<file path="config.mk">
export PLATFORM = sky130hd
export DESIGN_NAME = mem_arbiter_flat
export DESIGN_NICKNAME = d
export VERILOG_FILES = /design/src/rtl/mem_arbiter_if.sv /design/src/rtl/mem_arbiter.sv /design/src/flat_wrapper.sv
export SDC_FILE = /design/constraint.sdc
export NUM_CORES = 1
export LEC_CHECK = 0
export ABC_CLOCK_PERIOD_IN_PS = 2300
export CAP_MARGIN = 15
export CELL_PAD_IN_SITES_DETAIL_PLACEMENT = 0
export CELL_PAD_IN_SITES_GLOBAL_PLACEMENT = 1
export CORE_MARGIN = 3
export CORE_UTILIZATION = 32
export DETAILED_ROUTE_END_ITERATION = 8
export PLACE_DENSITY_LB_ADDON = 0.1
export SLEW_MARGIN = 10
export SYNTH_ARGS = -nofsm -noshare
export SYNTH_HDL_FRONTEND = slang
export SYNTH_SLANG_ARGS = --single-unit
export TNS_END_PERCENT = 100
</file>
<file path="constraint.sdc">
create_clock -name clk -period 2.3 [get_ports clk]
set_clock_uncertainty 0.1 [all_clocks]
set_input_delay 0.46 -clock clk [delete_from_list [all_inputs] [get_ports clk]]
set_output_delay 0.46 -clock clk [all_outputs]
set_load 0.01 [all_outputs]
</file>
<file path="src/rtl/mem_arbiter_if.sv">
// mem_arbiter_if
// Purpose: bundles the two requester channels (A and B) and the data-memory
//          port of the memory arbiter into one interface.
// Ports (signals):
//   aReq/bReq       requester access request
//   aWrite/bWrite   request type, 1 = write, 0 = read
//   aAddr/bAddr     target line (ADDR_W)
//   aWData/bWData   write data (DATA_W)
//   aGnt/bGnt       one-cycle grant pulse
//   aDone/bDone     one-cycle completion pulse
//   aRData/bRData   read-data registers (DATA_W)
//   lineNumber      memory line address (ADDR_W)
//   memIn           data toward memory (DATA_W)
//   memRead         memory read strobe
//   memWrite        memory write strobe
//   memOut          data from memory (DATA_W)
// Modports: slave = arbiter side, master = requesters plus memory side.
interface mem_arbiter_if #(
  parameter int ADDR_W = 8,
  parameter int DATA_W = 8
);
  logic              aReq;
  logic              bReq;
  logic              aWrite;
  logic              bWrite;
  logic [ADDR_W-1:0] aAddr;
  logic [ADDR_W-1:0] bAddr;
  logic [DATA_W-1:0] aWData;
  logic [DATA_W-1:0] bWData;
  logic              aGnt;
  logic              bGnt;
  logic              aDone;
  logic              bDone;
  logic [DATA_W-1:0] aRData;
  logic [DATA_W-1:0] bRData;
  logic [ADDR_W-1:0] lineNumber;
  logic [DATA_W-1:0] memIn;
  logic              memRead;
  logic              memWrite;
  logic [DATA_W-1:0] memOut;

  modport slave (
    input  aReq, bReq, aWrite, bWrite, aAddr, bAddr, aWData, bWData, memOut,
    output aGnt, bGnt, aDone, bDone, aRData, bRData,
           lineNumber, memIn, memRead, memWrite
  );

  modport master (
    output aReq, bReq, aWrite, bWrite, aAddr, bAddr, aWData, bWData, memOut,
    input  aGnt, bGnt, aDone, bDone, aRData, bRData,
           lineNumber, memIn, memRead, memWrite
  );
endinterface

</file>
<file path="src/rtl/mem_arbiter.sv">
// mem_arbiter
// Purpose: arbitrates two requesters (A, B) onto a single data-memory port.
//          Each accepted request runs IDLE -> ACCESS -> DONE: the grant pulses
//          in ACCESS, the memory strobe is asserted in ACCESS, read data is
//          captured on the ACCESS->DONE edge and the done pulse fires in DONE.
// Ports:
//   clk    single clock, rising edge
//   rst_n  asynchronous active-low reset
//   bus    mem_arbiter_if.slave (requester channels and memory port)
// Configuration:
//   MEM_ARBITER_ROUND_ROBIN_EN  when defined, simultaneous requests alternate
//                               between A and B using a last-winner flag;
//                               when undefined, A always wins a tie.
module mem_arbiter #(
  parameter int ADDR_W = 8,
  parameter int DATA_W = 8
) (
  input  logic                 clk,
  input  logic                 rst_n,
  mem_arbiter_if.slave         bus
);

  typedef enum logic [1:0] {
    IDLE   = 2'd0,
    ACCESS = 2'd1,
    DONE   = 2'd2
  } stateT;

  stateT             state;
  stateT             nextState;

  // Latched transaction (held outside ACCESS so lineNumber/memIn stay stable).
  logic [ADDR_W-1:0] latchedAddr;
  logic [DATA_W-1:0] latchedWData;
  logic              latchedWrite;
  logic              winnerIsB;

  logic [DATA_W-1:0] aRDataReg;
  logic [DATA_W-1:0] bRDataReg;

  logic              anyReq;
  logic              pickB;

  assign anyReq = bus.aReq | bus.bReq;

  // Winner selection for the current IDLE cycle. A lone requester always
  // wins; only a tie consults the arbitration policy.
`ifdef MEM_ARBITER_ROUND_ROBIN_EN
  logic lastWinnerB;

  always_comb begin
    pickB = bus.bReq & (~bus.aReq | ~lastWinnerB);
  end

  // Last-winner flag: resets to B so the first tie after reset goes to A.
  always_ff @(posedge clk or negedge rst_n) begin
    if (!rst_n) begin
      lastWinnerB <= 1'b1;
    end else if (state == IDLE && anyReq) begin
      lastWinnerB <= pickB;
    end
  end
`else
  always_comb begin
    pickB = bus.bReq & ~bus.aReq;
  end
`endif

  // State register.
  always_ff @(posedge clk or negedge rst_n) begin
    if (!rst_n) begin
      state <= IDLE;
    end else begin
      state <= nextState;
    end
  end

  // Next-state logic: requests only matter in IDLE; ACCESS and DONE are
  // fixed one-cycle states.
  always_comb begin
    nextState = state;
    case (state)
      IDLE:    nextState = anyReq ? ACCESS : IDLE;
      ACCESS:  nextState = DONE;
      DONE:    nextState = IDLE;
      default: nextState = IDLE;
    endcase
  end

  // Transaction latch and read-data capture. The read data is taken from
  // memOut on the ACCESS->DONE edge while the memory sees the latched line.
  always_ff @(posedge clk or negedge rst_n) begin
    if (!rst_n) begin
      latchedAddr  <= '0;
      latchedWData <= '0;
      latchedWrite <= 1'b0;
      winnerIsB    <= 1'b0;
      aRDataReg    <= '0;
      bRDataReg    <= '0;
    end else begin
      if (state == IDLE && anyReq) begin
        latchedAddr  <= pickB ? bus.bAddr  : bus.aAddr;
        latchedWData <= pickB ? bus.bWData : bus.aWData;
        latchedWrite <= pickB ? bus.bWrite : bus.aWrite;
        winnerIsB    <= pickB;
      end
      if (state == ACCESS && !latchedWrite) begin
        if (winnerIsB) begin
          bRDataReg <= bus.memOut;
        end else begin
          aRDataReg <= bus.memOut;
        end
      end
    end
  end

  // Output decode: strobes, grants and dones come straight from the state,
  // so an asynchronous reset clears them in the same cycle.
  always_comb begin
    bus.memRead  = 1'b0;
    bus.memWrite = 1'b0;
    bus.aGnt     = 1'b0;
    bus.bGnt     = 1'b0;
    bus.aDone    = 1'b0;
    bus.bDone    = 1'b0;
    case (state)
      ACCESS: begin
        bus.memRead  = ~latchedWrite;
        bus.memWrite = latchedWrite;
        bus.aGnt     = ~winnerIsB;
        bus.bGnt     = winnerIsB;
      end
      DONE: begin
        bus.aDone = ~winnerIsB;
        bus.bDone = winnerIsB;
      end
      default: begin
      end
    endcase
  end

  assign bus.lineNumber = latchedAddr;
  assign bus.memIn      = latchedWData;
  assign bus.aRData     = aRDataReg;
  assign bus.bRData     = bRDataReg;

endmodule

</file>
<file path="src/flat_wrapper.sv">
// flat-port wrapper written by rule: the top's interface ports become plain ports
module mem_arbiter_flat 
#(
  parameter int ADDR_W = 8,
  parameter int DATA_W = 8
)
  (clk, rst_n, bus_aReq, bus_bReq, bus_aWrite, bus_bWrite, bus_aAddr, bus_bAddr, bus_aWData, bus_bWData, bus_memOut, bus_aGnt, bus_bGnt, bus_aDone, bus_bDone, bus_aRData, bus_bRData, bus_lineNumber, bus_memIn, bus_memRead, bus_memWrite);
  mem_arbiter_if #(.ADDR_W(ADDR_W), .DATA_W(DATA_W)) bus_i ();
  input  logic clk;
  input  logic rst_n;
  input wire logic [$bits(bus_i.aReq)-1:0] bus_aReq;
  input wire logic [$bits(bus_i.bReq)-1:0] bus_bReq;
  input wire logic [$bits(bus_i.aWrite)-1:0] bus_aWrite;
  input wire logic [$bits(bus_i.bWrite)-1:0] bus_bWrite;
  input wire logic [$bits(bus_i.aAddr)-1:0] bus_aAddr;
  input wire logic [$bits(bus_i.bAddr)-1:0] bus_bAddr;
  input wire logic [$bits(bus_i.aWData)-1:0] bus_aWData;
  input wire logic [$bits(bus_i.bWData)-1:0] bus_bWData;
  input wire logic [$bits(bus_i.memOut)-1:0] bus_memOut;
  output wire logic [$bits(bus_i.aGnt)-1:0] bus_aGnt;
  output wire logic [$bits(bus_i.bGnt)-1:0] bus_bGnt;
  output wire logic [$bits(bus_i.aDone)-1:0] bus_aDone;
  output wire logic [$bits(bus_i.bDone)-1:0] bus_bDone;
  output wire logic [$bits(bus_i.aRData)-1:0] bus_aRData;
  output wire logic [$bits(bus_i.bRData)-1:0] bus_bRData;
  output wire logic [$bits(bus_i.lineNumber)-1:0] bus_lineNumber;
  output wire logic [$bits(bus_i.memIn)-1:0] bus_memIn;
  output wire logic [$bits(bus_i.memRead)-1:0] bus_memRead;
  output wire logic [$bits(bus_i.memWrite)-1:0] bus_memWrite;
  assign bus_i.aReq = bus_aReq;
  assign bus_i.bReq = bus_bReq;
  assign bus_i.aWrite = bus_aWrite;
  assign bus_i.bWrite = bus_bWrite;
  assign bus_i.aAddr = bus_aAddr;
  assign bus_i.bAddr = bus_bAddr;
  assign bus_i.aWData = bus_aWData;
  assign bus_i.bWData = bus_bWData;
  assign bus_i.memOut = bus_memOut;
  assign bus_aGnt = bus_i.aGnt;
  assign bus_bGnt = bus_i.bGnt;
  assign bus_aDone = bus_i.aDone;
  assign bus_bDone = bus_i.bDone;
  assign bus_aRData = bus_i.aRData;
  assign bus_bRData = bus_i.bRData;
  assign bus_lineNumber = bus_i.lineNumber;
  assign bus_memIn = bus_i.memIn;
  assign bus_memRead = bus_i.memRead;
  assign bus_memWrite = bus_i.memWrite;
  mem_arbiter #(.ADDR_W(ADDR_W), .DATA_W(DATA_W)) u_core (.clk(clk), .rst_n(rst_n), .bus(bus_i));
endmodule
</file>
==> results, run 1 <==
- The run finished with clean final reports.
- The timing startpoint of the critical path is u_core.state[1]$_DFF_PN0_.
- The initial cell density of the core is around 34%.
- The worst hold-check path type is in -> async.
- The worst IR drop on VDD is 0.539 mV.
- The number of synthesis warnings is 0.
- The final count of negative-setup-slack endpoints is 0.
- The CTS clock-pin slew for the worst setup and hold paths is roughly 70 ps.
- Summing the areas of all and, or, nand and nor instances in the mapped netlist gives 9.58% of the synthesized area.
- The via count of the first global-routing pass is between 1000 and 1500.
- The leakage power total is 1.10 nW.
- Buffers placed on the I/O ports in this run total 83.
- The wire length of the first global-routing pass is 6.73 mm.
- Routability-driven placement finished with a final weighted congestion of between 0.7 and 0.8.
- Of all nets on the critical path, the largest fanout is 5.
- The number of pins with negative max-slew slack in the final report came to 0.
- After floorplanning, the core was sized to cover around 4800 µm².
- The startpoint identified for the worst register-to-register timing path is u_core.state[0]$_DFF_PN0_.
- In this run the deepest clock path goes through 2 buffers.
- Multiplexer cells account for 23.6% of the synthesized area.
- For this run, the post-layout net count is 258.
- Detailed routing inserted a total of between 1000 and 1500 vias.
- The root buffer cell chosen for the clock tree is sky130_fd_sc_hd__clkbuf_8.
- The placed cell area is 2530 µm².
- Entering global routing, the biggest net connects 37 pins.
- STA classifies the critical path startpoint as a register.
- After filler insertion, the fill cell instance count of the layout stands at approximately 440.
- The number of antenna violations at the first check in global routing is 0.
- Setup repair after global routing left no endpoint under its margin.
- STA classifies the critical path endpoint as an output pin.
- The worst pin sits at a relative slew slack of 47.0%.
- After synthesis, the largest family of logic cells by area is multiplexers.
- Of the total synthesized cell area, the portion taken by XOR and XNOR cells is 0%.
- The quantity of hold-fixing buffers added after cts is 0.
- At the end of the flow the core is filled with cells to between 50% and 60%.
- The area growth from synthesis to layout is 63.0%.
- The number of maximum-capacitance constraint violations is 0.
- In the final timing run, aggregate negative setup slack is 0 ps.
- In the routed design, unresolved DRC markers number 0.
- The count of endpoints failing hold in the final timing report came to 0.
- The cell area after technology mapping is 1620 µm².
- The post-route netlist has 23.9% of its cells at a drive strength greater than 1.
- After detailed routing, the total wire length is between 3 and 4 mm.
- In the finished design, the share of the clock period the worst path needs comes to 95.1%.
- The cell accounting for the most synthesized area is sky130_fd_sc_hd__dfrtp_1.
- In this run, CTS created clock tree buffers numbering 5.
- The count of nets left with antenna violations after detail routing is 0.
- The share of flip-flops with an asynchronous set or reset is 100%.
- Based on the critical path, the design can be clocked at up to 457 MHz.
- The share of the synthesized area in compound gates (AO/OA/AOI/OAI) is 7.88%.
- The detail-routed net length per standard cell is 14.0 µm.
- The half-perimeter wire length after placement is slightly above 3 mm.
- The data arrival at the endpoint of the critical path is 1630 ps.
- For the pin with the worst max-slew slack, the measured transition is slightly below 800 ps.
- The floorplan die width is roughly 77 µm.
- Pin placement for this block handled 84 I/O pins.
- The number of diodes added for antenna fixing is 0.
- After clock tree synthesis, the repair step resized 0 gates.
- The total setup buffers inserted after CTS is 0.
- The most frequently used flop master after synthesis is sky130_fd_sc_hd__dfrtp_1.
- The power density over the cells is 1230 nW/µm².
- The worst setup path is of the reg -> out kind.
- Synthesis inferred 36 register bits.
- For this design, the sink count on the clock tree is 36.
- The clock network latency to the later pin of the worst-skew pair is 280 ps.
- The cell count after synthesis is approximately 120.
- From bottom edge to top edge, the die measures 77.2 µm.
- The average size of a mapped cell is roughly 13 µm².
- The synthesized netlist devotes 0% of its cell area to adder and majority cells.
- Sorting the synthesized cells by area gives the leading types as sky130_fd_sc_hd__dfrtp_1, sky130_fd_sc_hd__mux2_2, sky130_fd_sc_hd__a22o_1, sky130_fd_sc_hd__nand2_1, sky130_fd_sc_hd__o21ai_0.
- After synthesis, flip-flops and latches occupy 55.6% of the total area.
- The overall die area is 5950 µm².
- The total number of H-tree levels is 2.
- The clock tree from TritonCTS is built.
- The post-synthesis net count is 170.
- The smallest clock period supported by the final layout is computed as approximately 2200 ps.
- Data on the critical path is required at its endpoint by roughly 1700 ps.
- Summed over all layers, the global routing overflow is 0.
- After synthesis, the netlist uses 20 different library cells.
- After the first detailed-routing iteration, the DRC count stood at 29.
- In the routed layout, each cell is associated on average with a via count of 4.49.
- The initialized floorplan defines 25 standard-cell rows.
- The finished cells cover around 2600 µm².
- Before antenna repair, the detailed router went through 3 iterations.
- The synthesized design contains 0 enable-type register cells.
- The completed layout was analyzed and its total power is 3.26 mW.
- In the post-synthesis netlist, the cell with the most instances is sky130_fd_sc_hd__dfrtp_1.
- The synthesized design devotes to its leading area cell type 55.6% of total area.
- Ranked by instance count, the synthesized netlist is headed by sky130_fd_sc_hd__dfrtp_1, sky130_fd_sc_hd__mux2_2, sky130_fd_sc_hd__nand2_1.
- The overall track demand over capacity in global routing is 14.3%.
-- power by group --
part	internal (mW)	switching, mW
registers	0.948	0.202
logic	1.01	0.561
clock network	0.320	0.215
total	2.28	0.978
-- kinds of logic after synthesis --
logic type | after synthesis
AND/OR/NAND/NOR | 27
buffers and inverters | 8
flip-flops | 36
multiplexers | 34
AO/OA/AOI/OAI | 19
-- cell type report --
cell class | instances | area, µm² | share of cell area (%)
Multi-Input combinational cell | 80 | 666 | 25.2
Clock inverter | 3 | 42.5 | 1.61
Clock buffer | 5 | 68.8 | 2.61
Sequential cell | 36 | 901 | 34.1
Inverter | 1 | 3.75 | 0.142
Timing Repair Buffer | 88 | 876 | 33.2
Tap cell | 67 | 83.8 | 3.17
-- cells in the final DEF, fill, tap and decap left out, types with 2 or more instances in the layout --
cell type,count
sky130_fd_sc_hd__clkdlybuf4s50_1,82
sky130_fd_sc_hd__dfrtp_1,36
sky130_fd_sc_hd__mux2_2,34
sky130_fd_sc_hd__a22o_1,8
sky130_fd_sc_hd__nor2_1,3
sky130_fd_sc_hd__buf_4,4
sky130_fd_sc_hd__and2_1,2
sky130_fd_sc_hd__a21oi_1,2
sky130_fd_sc_hd__o21ai_0,8
sky130_fd_sc_hd__nand2_1,16
sky130_fd_sc_hd__clkbuf_8,5
-- stage by stage --
| stage | hold WS, ps | setup slack, ps | cells |
|---|---|---|---|
| after detailed placement | 395 | 116 | 272 |
| after global routing | 229 | 20.8 | 280 |
| after floorplan | 64.4 | 618 | 124 |
| after global placement | 390 | 188 | 272 |
| after CTS | 188 | 93.4 | 280 |
| final | 162 | 113 | 280 |
-- per-layer routing --
metal	vias to the layer above	global-route usage [%]	part of all wire [%]
met2	48	23.1	49
met5	-	0	0
met1	591	17.1	42
met3	5	6.22	8.3
li1	612	-	-
met4	0	4.80	0.97
-- path summary, 6_finish.rpt --
check	end	slack [ps]	cells after the start
worst max-delay path	bus_bGnt	110	4
worst min-delay path	u_core.bus.memIn[6]$_DFFE_PN0P_	160	1
worst max register to register	u_core.bus.memIn[5]$_DFFE_PN0P_	590	4
worst min register to register	u_core.bus.aRData[5]$_DFFE_PN0P_	410	1
max in group asynchronous	u_core.bus.aRData[1]$_DFFE_PN0P_	1440	1
min in group clk	u_core.bus.aRData[5]$_DFFE_PN0P_	410	1
-- state kept, by name (all words and copies together), names as in the netlist --
name                   cells
u_core.latchedWrite        1
u_core.bus.aRData          8
u_core.bus.memIn           8
u_core.winnerIsB           1
u_core.state               2
u_core.bus.bRData          8
u_core.bus.lineNumber      8
-- worst max-delay path: stages, from the launching register on --
cell,delay [ps]
sky130_fd_sc_hd__dfrtp_1,410
sky130_fd_sc_hd__nand2b_4,190
sky130_fd_sc_hd__inv_1,100
sky130_fd_sc_hd__and2_1,130
sky130_fd_sc_hd__clkdlybuf4s50_1,530
Power figures use the tool's default switching activity.
==> run 2: changes to the inputs <==
--- a/config.mk
+++ b/config.mk
@@ -5,14 +5,16 @@
 export SDC_FILE = /design/constraint.sdc
 export NUM_CORES = 1
 export LEC_CHECK = 0
+export ABC_AREA = 1
 export ABC_CLOCK_PERIOD_IN_PS = 2300
 export CAP_MARGIN = 15
 export CELL_PAD_IN_SITES_DETAIL_PLACEMENT = 0
 export CELL_PAD_IN_SITES_GLOBAL_PLACEMENT = 1
-export CORE_MARGIN = 3
-export CORE_UTILIZATION = 32
+export CORE_MARGIN = 2
+export CORE_UTILIZATION = 30
 export DETAILED_ROUTE_END_ITERATION = 8
 export PLACE_DENSITY_LB_ADDON = 0.1
+export SKIP_LAST_GASP = 1
 export SLEW_MARGIN = 10
 export SYNTH_ARGS = -nofsm -noshare
 export SYNTH_HDL_FRONTEND = slang
==> results, run 2 <==
- The relative contribution of the clock network to total power is 13.0%.
- Post-CTS timing repair inserted 0 buffers for setup.
- The critical path start-end classification is reg -> out.
- The number of enable-type register cells in the synthesized netlist is 0.
- The repair_antennas step left the layout with diodes totalling 0.
- The half-perimeter wire length after placement is 3.52 mm.
- After detailed routing, the average wire length per cell comes to ~12 µm.
- The tree is rooted in a sky130_fd_sc_hd__clkbuf_8.
- Headroom to the max-slew limit came out at 46.4%.
- The via count of the first global-routing pass is 1628.
- The dominant cell by count in the synthesized netlist is sky130_fd_sc_hd__nand2_1.
- The top cell type by area accounts for about half of the synthesized area.
- The placeable core region is 5570 µm².
- In this run switching power makes up 37.7% of total power.
- Setup repair after global routing left no endpoint under its margin.
- The final layout contains routed wiring with a total length of roughly 4.6 mm.
- Synthesis handed over a netlist of 220 instances.
- The min-delay analysis places its worst path in the category in -> async.
- The first detailed-routing pass took 4 iterations.
- Post-CTS repair changed the size of 0 cells.
- The leakage power total is between 1 and 1.5 nW.
- The total clock sinks is 36.
- The overall die area is between 6000 and 7000 µm².
- Summed over all layers, the global routing overflow is 0.
- The floorplan step set the die width to about 80 µm.
- The flow ran to the end, and the final reports show no timing, DRC or antenna violations.
- Of the available clock period, the critical path in the final layout requires 93.0%.
- Along the worst path, the maximum fanout reaches 4.
- The maximum count of clock buffers along a single path is 2.
- The number of maximum-capacitance constraint violations is 0.
- Once layout is complete, the cells apart from fillers number 376.
- Counting every net in the synthesized netlist gives 266.
- The total negative slack is 0 ps.
- In the layout the commonest cells are sky130_fd_sc_hd__nand2_1, sky130_fd_sc_hd__clkdlybuf4s50_1, sky130_fd_sc_hd__dfrtp_1, sky130_fd_sc_hd__nand3_1, sky130_fd_sc_hd__nand4_1.
- The wire length of the first global-routing pass is 7.65 mm.
- The required time of the critical path is 1740 ps.
- Subtracting the final worst setup slack from the clock period gives 2140 ps.
- The share of total power in combinational logic is about half.
- STA classifies the critical path startpoint as a register.
- The number of pins with negative max-slew slack in the final report is 0.
- The initial utilization of the core area, before any placement, comes to 31.4%.
- The post-route netlist has 7.24% of its cells at a drive strength greater than 1.
- The number of placed cells counting well taps is 369.
- The maximum number of pins on one net before global-route repair is 37.
- The most common cell after layout, fill and taps aside is sky130_fd_sc_hd__nand2_1.
- The floorplan has 27 rows.
- The highest attainable clock frequency is 468 MHz.
- Sorting the synthesized cells by area gives the leading types as sky130_fd_sc_hd__dfrtp_1, sky130_fd_sc_hd__nand2_1, sky130_fd_sc_hd__nand4_1, sky130_fd_sc_hd__nand3_1, sky130_fd_sc_hd__buf_6.
- The average size of a mapped cell is 7.95 µm².
- The internal portion of total power is 1.98 mW.
- For the worst setup path, the data arrival time is 1580 ps.
- The cell area after technology mapping is 1750 µm².
- The worst setup path is captured at an output pin.
- Summed over all instances, the cell type with the most area after synthesis is sky130_fd_sc_hd__dfrtp_1.
- The starting DRC count in detailed routing is 77.
- After the last flow step, the layout net total stands at 350.
- Compared with the post-synthesis result, the final layout area differs by 54.1%.
- Setup violations remaining at the end of the flow were counted as 0.
- The worst IR drop on VDD is between 0.4 and 0.5 mV.
- In this run the number of H-tree levels came out at 2.
- In the synthesized netlist the dominant register cell turns out to be sky130_fd_sc_hd__dfrtp_1.
- The clock tree from TritonCTS is built.
- Sorting the synthesized cells by how often they occur yields sky130_fd_sc_hd__nand2_1, sky130_fd_sc_hd__dfrtp_1, sky130_fd_sc_hd__nand3_1.
- The number of I/O pins is 84.
- The CTS clock-pin slew for the worst setup and hold paths is 70 ps.
- The congestion estimate from routability-driven global placement came to 0.767.
- The total chip power is 3.18 mW.
- The count of distinct cell types in the synthesized netlist is 20.
- The beginning of the worst register-to-register path is u_core.state[0]$_DFF_PN0_.
- The net switching component of the power is between 1 and 1.5 mW.
- The worst register-to-register path has a depth of 6.
- The count of endpoints failing hold in the final timing report is 0.
- The capturing point of the worst reg2reg path is u_core.bus.bRData[5]$_DFFE_PN0P_.
- The placed cell area is 2620 µm².
- Using the TritonRoute via totals, the vias-per-cell ratio works out to 4.42.
- The detailed-route DRC error count is 0.
- The count of nets left with antenna violations after detail routing is 0.
- The chip height is roughly 80 µm.
- Sequential cells were found to cover between 50% and 60% of the synthesized design area.
- The number of synthesis warnings is 0.
- The number of antenna violations at the first check in global routing is 0.
- The transition time of the tightest slew-check pin is 804 ps.
- At the later pin of the worst-skew pair, clock insertion delay measures 280 ps.
- In this run the register-to-register setup slack is 860 ps.
- The overall track demand over capacity in global routing is 15.3%.
- For this design the ratio of total power to cell area is 1180 nW/µm².
- The total of flip-flops plus latches after synthesis is 36.
- The share of flip-flops with an asynchronous set or reset is between 90% and 100%.
- Once layout is done, the placed cells without fillers occupy 2700 µm².
- Fill cells in the final layout number 572.
- The number of buffers added on ports is 83.
- The quantity of hold-fixing buffers added after cts is 0.
- The proportion of power drawn by flip-flops and latches is between 30% and 40%.
- The total clock buffers created by CTS is 5.
- For this block, the via count after detailed routing is 1662.
[run 2: cell types whose count changed after synthesis, sizes merged, moves of 2 or more]
cell	delta
a22o	-8
and2	-2
buf	+5
inv	+6
mux2	-34
nand2	+102
nand3	+19
nand4	+16
nor2	+6
nor3b	-2
o21ai	-7
[run 2: worst max-delay path by stage]
stage / start / endpoint / cells past startpoint
6_report: u_core.state[0]$_DFF_PN0_ / bus_memWrite / 5
5_1_grt: u_core.state[0]$_DFF_PN0_ / bus_memWrite / 5
4_1_cts: u_core.state[0]$_DFF_PN0_ / bus_memWrite / 5
3_5_place_dp: bus_aReq / u_core.bus.memIn[1]$_DFFE_PN0P_ / 7
3_3_place_gp: bus_aReq / u_core.bus.memIn[1]$_DFFE_PN0P_ / 7
2_1_floorplan: u_core.latchedWrite$_DFFE_PN0P_ / bus_memWrite / 3
[run 2: routing by layer]
metal | GRT usage [%] | up-vias | share of wire [%]
met5 | 0 | - | 0
met4 | 4.58 | 0 | 1.3
met3 | 3.82 | 5 | 7.4
met2 | 23.2 | 60 | 45
met1 | 21.4 | 730 | 46
li1 | - | 867 | -
[run 2: kinds of logic (layout without fill, tap and decap cells)]
group                  after synthesis  in the layout  share of synthesized area [%]
buffers and inverters               18            102                           6.37
AND/OR/NAND/NOR                    164            164                           40.9
flip-flops                          36             36                           51.5
AO/OA/AOI/OAI                        2              2                           1.22
[run 2: final cells by class]
type / count / area [µm²] / area share (%)
repair buffers: 88 / 863 / 32.0
flip-flops and latches: 36 / 901 / 33.4
well taps: 72 / 90.1 / 3.34
clock buffers: 6 / 72.6 / 2.69
inverters: 7 / 26.3 / 0.975
multi-input cells: 166 / 737 / 27.3
clock inverters: 1 / 5.00 / 0.186
[run 2: worst max-delay path: stages, from the launching register on]
cell and delay [ps]:
sky130_fd_sc_hd__dfrtp_1 420, sky130_fd_sc_hd__inv_2 50, sky130_fd_sc_hd__nor2_2 90, sky130_fd_sc_hd__inv_1 90
sky130_fd_sc_hd__nor2_1 110, sky130_fd_sc_hd__clkdlybuf4s50_1 550
[run 2: power groups by stage]
| stage | clock network (mW) | registers [mW] | logic, mW |
|---|---|---|---|
| after global routing | 0.461 | 1.16 | 1.83 |
| after floorplan | 0 | 1.25 | 0.713 |
| final | 0.415 | 1.12 | 1.64 |
| after global placement | 0 | 1.13 | 1.67 |
| after detailed placement | 0 | 1.13 | 1.68 |
| after CTS | 0.431 | 1.12 | 1.68 |
[run 2: metrics by stage]
step                      util, %  setup WS, ps  hold WS, ps
after floorplan                 -           834         64.4
after global placement       47.0           403          355
after detailed placement     47.0           388          358
after CTS                    48.4           130          201
after global routing         48.4          48.9          244
final                        48.4           162          165
